## src/rtl/instr_mem_arb_pkg.sv

```systemverilog
`default_nettype none
// ============================================================================
//  Module  : instr_mem_arb_pkg
//  Brief   : Shared types and constants for the instruction-SRAM arbiter.
//  Revision: 1.0 - initial release
// ============================================================================
package instr_mem_arb_pkg;

    localparam int NumReqMax   = 4;
    localparam int c_ID_W      = $clog2(NumReqMax);
    localparam int c_SRAM_AW   = 12;
    localparam int c_SRAM_DW   = 32;

    typedef struct packed {
        logic              vld;
        logic [c_ID_W-1:0] id;
    } arb_tag_t;

    // Request bundle at the default SRAM geometry.
    typedef struct packed {
        logic                 we;
        logic [c_SRAM_AW-1:0] addr;
        logic [c_SRAM_DW-1:0] wdata;
        logic [c_SRAM_DW-1:0] wmask;
    } sram_req_t;

endpackage
`default_nettype wire

```

## src/rtl/rr_arbiter.sv

```systemverilog
`default_nettype none
// ============================================================================
//  Module  : rr_arbiter
//  Brief   : Combinational round-robin picker; owns the priority pointer.
//  Revision: 1.0 - initial release
// ============================================================================
module rr_arbiter
    import instr_mem_arb_pkg::*;
#(
    parameter int N = 2
) (
    input  logic              clk,
    input  logic              rst,
    input  logic [N-1:0]      i_req,
    input  logic              i_advance,
    output logic [N-1:0]      o_gnt,
    output logic [c_ID_W-1:0] o_idx
);

    logic [c_ID_W-1:0] r_ptr;
    logic [c_ID_W-1:0] w_ptr_nxt;
    logic              w_found;

    // Scan upward from the pointer, wrapping modulo N; first requester wins.
    always_comb begin
        o_gnt   = '0;
        o_idx   = '0;
        w_found = 1'b0;
        for (int k = 0; k < N; k++) begin
            if (!w_found && ((i_req & (N'(1) << ((int'(r_ptr) + k) % N))) != '0)) begin
                w_found = 1'b1;
                o_idx   = c_ID_W'((int'(r_ptr) + k) % N);
                o_gnt   = N'(1) << ((int'(r_ptr) + k) % N);
            end
        end
    end

    assign w_ptr_nxt = c_ID_W'((int'(o_idx) + 1) % N);

    always_ff @(posedge clk) begin
        if (rst) begin
            r_ptr <= '0;
        end else if (i_advance) begin
            r_ptr <= w_ptr_nxt;
        end
    end

endmodule
`default_nettype wire

```

## src/rtl/instr_mem_arbiter.sv

```systemverilog
`default_nettype none
// ============================================================================
//  Module  : instr_mem_arbiter
//  Brief   : Round-robin sharing of one single-port instruction SRAM between
//            NumReq ports, with read responses routed back by a tag pipeline.
//  Revision: 1.0 - initial release
// ============================================================================
module instr_mem_arbiter
    import instr_mem_arb_pkg::*;
#(
    parameter int NumReq     = 2,
    parameter int Aw         = 12,
    parameter int Dw         = 32,
    parameter int MemLatency = 1
) (
    input  logic                 clock,
    input  logic                 reset,
    input  logic [NumReq-1:0]    req_i,
    input  logic [NumReq-1:0]    we_i,
    input  logic [NumReq*Aw-1:0] addr_i,
    input  logic [NumReq*Dw-1:0] wdata_i,
    input  logic [NumReq*Dw-1:0] wmask_i,
    output logic [NumReq-1:0]    gnt_o,
    output logic [NumReq-1:0]    rvalid_o,
    output logic [Dw-1:0]        rdata_o,
    output logic                 mem_req_o,
    output logic                 mem_we_o,
    output logic [Aw-1:0]        mem_addr_o,
    output logic [Dw-1:0]        mem_wdata_o,
    output logic [Dw-1:0]        mem_wmask_o,
    input  logic                 mem_gnt_i,
    input  logic [Dw-1:0]        mem_rdata_i,
    input  logic                 mem_rvalid_i,
    output logic                 err_o
);

    logic [NumReq-1:0] w_sel;
    logic [c_ID_W-1:0] w_idx;
    logic              w_any;
    logic              w_accept;
    arb_tag_t          r_tag [MemLatency];
    arb_tag_t          w_tail;
    logic              r_err;

    assign w_any    = |req_i;
    assign w_accept = w_any & mem_gnt_i;

    rr_arbiter #(
        .N (NumReq)
    ) u_rr_arbiter (
        .clk       (clock),
        .rst       (reset),
        .i_req     (req_i),
        .i_advance (w_accept),
        .o_gnt     (w_sel),
        .o_idx     (w_idx)
    );

    always_comb begin
        mem_we_o    = 1'b0;
        mem_addr_o  = '0;
        mem_wdata_o = '0;
        mem_wmask_o = '0;
        for (int i = 0; i < NumReq; i++) begin
            if (w_sel[i]) begin
                mem_we_o    = we_i[i];
                mem_addr_o  = addr_i[i*Aw +: Aw];
                mem_wdata_o = wdata_i[i*Dw +: Dw];
                mem_wmask_o = wmask_i[i*Dw +: Dw];
            end
        end
    end

    assign mem_req_o = w_any;
    assign gnt_o     = w_sel & {NumReq{w_accept}};

    // Stage 0 is written at acceptance; the tail lines up with mem_rvalid_i.
    always_ff @(posedge clock) begin
        if (reset) begin
            for (int s = 0; s < MemLatency; s++) begin
                r_tag[s] <= '0;
            end
            r_err <= 1'b0;
        end else begin
            r_tag[0].vld <= w_accept & ~mem_we_o;
            r_tag[0].id  <= w_idx;
            for (int s = 1; s < MemLatency; s++) begin
                r_tag[s] <= r_tag[s-1];
            end
            r_err <= r_err | (mem_rvalid_i ^ w_tail.vld);
        end
    end

    assign w_tail = r_tag[MemLatency-1];

    always_comb begin
        rvalid_o = '0;
        for (int i = 0; i < NumReq; i++) begin
            rvalid_o[i] = mem_rvalid_i & w_tail.vld & (w_tail.id == c_ID_W'(i));
        end
    end

    assign rdata_o = mem_rdata_i;
    assign err_o   = r_err;

endmodule
`default_nettype wire

```

## config.mk

```make
export PLATFORM = sky130hd
export DESIGN_NAME = instr_mem_arbiter
export DESIGN_NICKNAME = d
export VERILOG_FILES = /design/src/rtl/instr_mem_arb_pkg.sv /design/src/rtl/rr_arbiter.sv /design/src/rtl/instr_mem_arbiter.sv
export SDC_FILE = /design/constraint.sdc
export NUM_CORES = 1
export LEC_CHECK = 0
export CORE_AREA = 5 5 115 117
export CTS_BUF_LIST = sky130_fd_sc_hd__clkbuf_16
export DETAILED_ROUTE_END_ITERATION = 12
export DIE_AREA = 0 0 120 122
export GPL_ROUTABILITY_DRIVEN = 1
export GPL_TIMING_DRIVEN = 0
export MAX_ROUTING_LAYER = met4
export PLACE_DENSITY = 0.61
export SYNTH_ARGS = -nofsm -noshare
export SYNTH_HDL_FRONTEND = slang
export SYNTH_SLANG_ARGS = --single-unit
```

## constraint.sdc

```tcl
create_clock -name clock -period 3.69 [get_ports clock]
set_input_delay 0.5535 -clock clock [delete_from_list [all_inputs] [get_ports clock]]
set_output_delay 0.5535 -clock clock [all_outputs]
set_load 0.02 [all_outputs]
```

==> results.yml <==
pwr:
  pwr-share-seq_pct: 5.5
  p_sw_w: 0.0002887
  p_leak_nw: 1.705
  clkPwrFrac_pct: 19.1
  p_int_w: 0.0005811
  power_frac_comb_pct: 75.3
  swShare_pct: 33.20
  power_density_mw_per_mm2: 205.0
  max-vdd-ir-drop_mv: 0.1322
finish:
  antenna_cells: 0
  final_layout_size_suffix_gt1_share_pct: 12.80
  nNetsFinal: 617
  layout.cells.non_filler: 572
  multi_input_area_um2: 788.3
  fillers: 1257
  fin_area_mm2: 0.004243
  area_growth_pct: 242.9
  regArea_um2: 80.08
timing:
  post-route-min-period_ns: 3.383
  setup_tns_ns: 0
  drv_slew: 0
  hold_viol: 0
  rsz0062_at_grt: "false"
  finalSetupViolations: 0
  skew_ns: 0.00009921
  max-slew-margin-rel_pct: 71.40
  timing.final.crit_share_pct: 91.69
  max_slew.worst_pin.slew_ns: 0.4265
  fmax_ghz: 0.2956
worst_setup_path:
  worstSetupStartpointType: "input pin"
  crit_chain: "clkdlybuf4s50_1 > a21boi_2 > buf_2 > buf_6 > a22o_1 > clkdlybuf4s50_1"
  cp_common_cell: "clkdlybuf4s50_1"
  required_ns: 3.14
  slowest_stage: "clkdlybuf4s50_1"
  worst-endpoint-arrival_ns: 2.83
  critPathCaptureType: "output port"
  critPathMaxStageDelay_ns: 0.61
  critPathKind: "in -> out"
  worst-path-max-fanout: 10
clock_tree:
  cts_resized: 0
  cts_tree: "built"
  cts_sinks: 4
  htreeDepth: 1
  numCtsBuffers: 3
  clockBufferDepth: 2
  cts.repair_timing.setup_buffer_count: 0
  root_buffer: "clkbuf_16"
  ctsHoldBuffers: 0
  clk_pin_slew_ns: 0.03
  clock_latency_ns: 0.22
global_routing:
  gr-total-overflow: 0
  grt_pass1_wl_um: 12850
  grt_usage_pct: 11.19
  antenna_found_initial: 0
  grt_max_degree: 11
  first_global_vias: 2445
status:
  status: "finished clean"
floorplanning:
  dieWidth_um: 120
  ios: 307
  die_area_mm2: 0.01464
  start_util_pct: 10.09
  core_mm2: 0.01226
  num_rows: 41
  die_y_um: 122
routing:
  post_drt_via_cell_ratio: 4.098
  ant_nets: 0
  drt_wl_total_um: 9042
  drc: 0
  post_drt_wl_per_cell_um: 15.81
  drt-pass1-iter-count: 4
  vias: 2344
  drt-initial-drc-count: 68
logic_synthesis:
  syn-num-nets: 338
  synth_area_leaders: "a22o_1 (54%), buf_4 (19%), dfxtp_1 (6.5%), buf_6 (6.4%), buf_2 (4.0%)"
  yosysUniqueCellTypes: 17
  synth_area_mm2: 0.001237
  netlist.top_cell.by_area: "a22o_1"
  synth_top_area_share_pct: 53.79
  yosys_warnings: 0
  seq_area_frac_synth_pct: 6.471
  avgSynthCellArea_um2: 8.534
  synth-seq-cells: 4
  postSynthCellCount: 145
placement:
  dp_cells: 569
  portBuffers: 274
  hpwlAfterDp_um: 8164
  dpl_cell_area_mm2: 0.004168
  gp_congestion: 0.8482
min_path:
  hp-class: "reg -> reg"
job:
  drv_cap: 0
[sequential cells by signal (all words and copies together), names as in the netlist]
register            count
r_tag                   2
u_rr_arbiter.r_ptr      1
err_o                   1
[worst max-delay path: cells and delay by family]
family,cells,cell delay [ns]
AOI/OAI and AO/OA,2,0.58
buffers and inverters,4,1.69
[stage by stage]
| step | utilization [%] | power [W] | setup WS (ns) | hold WS (ns) |
|---|---|---|---|---|
| after floorplan | - | 0.0003237 | 1.767 | 0.4892 |
| after global placement | 33.99 | 0.0007053 | 0.1901 | 0.4623 |
| after detailed placement | 33.99 | 0.0007106 | 0.1804 | 0.4617 |
| after CTS | 34.61 | 0.0008803 | 0.1815 | 0.4686 |
| after global routing | 34.61 | 0.0009137 | 0.1140 | 0.5135 |
| final | 34.61 | 0.0008698 | 0.3068 | 0.4621 |
[cell usage in the layout (no fill, tap or decap), drive strengths merged]
cell type	count
nor2	2
a21boi	1
a32o	1
a22o	76
clkdlybuf4s50	274
ha	1
a311oi	1
or2	1
and2	3
and3	1
a21oi	1
nor2b	2
nand2b	1
clkbuf	3
dfxtp	4
nor4bb	1
buf	49
[worst paths after layout]
path                         startpoint              end  slack (ns)  cells past startpoint
setup / recovery               req_i[0]  mem_wdata_o[14]        0.31                      6
hold / removal                    err_o            err_o        0.46                      2
setup reg to reg  u_rr_arbiter.r_ptr[0]      r_tag[0][0]        2.32                      6
hold reg to reg                   err_o            err_o        0.46                      2
[synthesized netlist by cell type]
| cell type | instances |
|---|---|
| nor4bb_1 | 1 |
| a32o_1 | 1 |
| nand2b_4 | 1 |
| buf_2 | 10 |
| or2_1 | 1 |
| a22o_1 | 76 |
| and2_1 | 3 |
| a311oi_1 | 1 |
| a21boi_2 | 1 |
| and3_1 | 1 |
| buf_6 | 7 |
| nor2_1 | 2 |
| buf_4 | 32 |
| dfxtp_1 | 4 |
| a21oi_1 | 1 |
| nor2b_1 | 2 |
| ha_1 | 1 |
[power groups by stage]
| stage | clock [W] | sequential (W) | combinational (W) |
|---|---|---|---|
| final | 0.000166 | 0.0000483 | 0.000655 |
| after global routing | 0.000174 | 0.0000485 | 0.000691 |
| after CTS | 0.000169 | 0.0000482 | 0.000664 |
| after detailed placement | 0 | 0.0000488 | 0.000662 |
| after global placement | 0 | 0.0000486 | 0.000657 |
| after floorplan | 0 | 0.0000498 | 0.000274 |
[area by class of cell]
type	count	share of cell area, %
Timing Repair Buffer	274	64.64
Multi-Input combinational cell	92	18.58
Buffer	49	8.699
Tap cell	150	4.423
Sequential cell	4	1.887
Clock buffer	3	1.769
[layer usage]
metal	up-vias	share of wire (%)	wire [um]	GRT usage, %
met3	8	9.9	895	2.646
met5	-	0	0	-
met2	185	53	4789	21.29
li1	1108	-	-	-
met4	0	1.1	99	1.933
met1	1043	36	3258	11.93
[kinds of logic after synthesis]
logic type               count (synthesis)  share of synthesized area [%]
AND/OR/NAND/NOR                         11                          6.067
flip-flops                               4                          6.471
buffers and inverters                   49                          29.83
adder cells (fa/ha/maj)                  1                          1.011
AO/OA/AOI/OAI                           80                          56.62
Note: power is estimated with default switching activity, not from simulation.
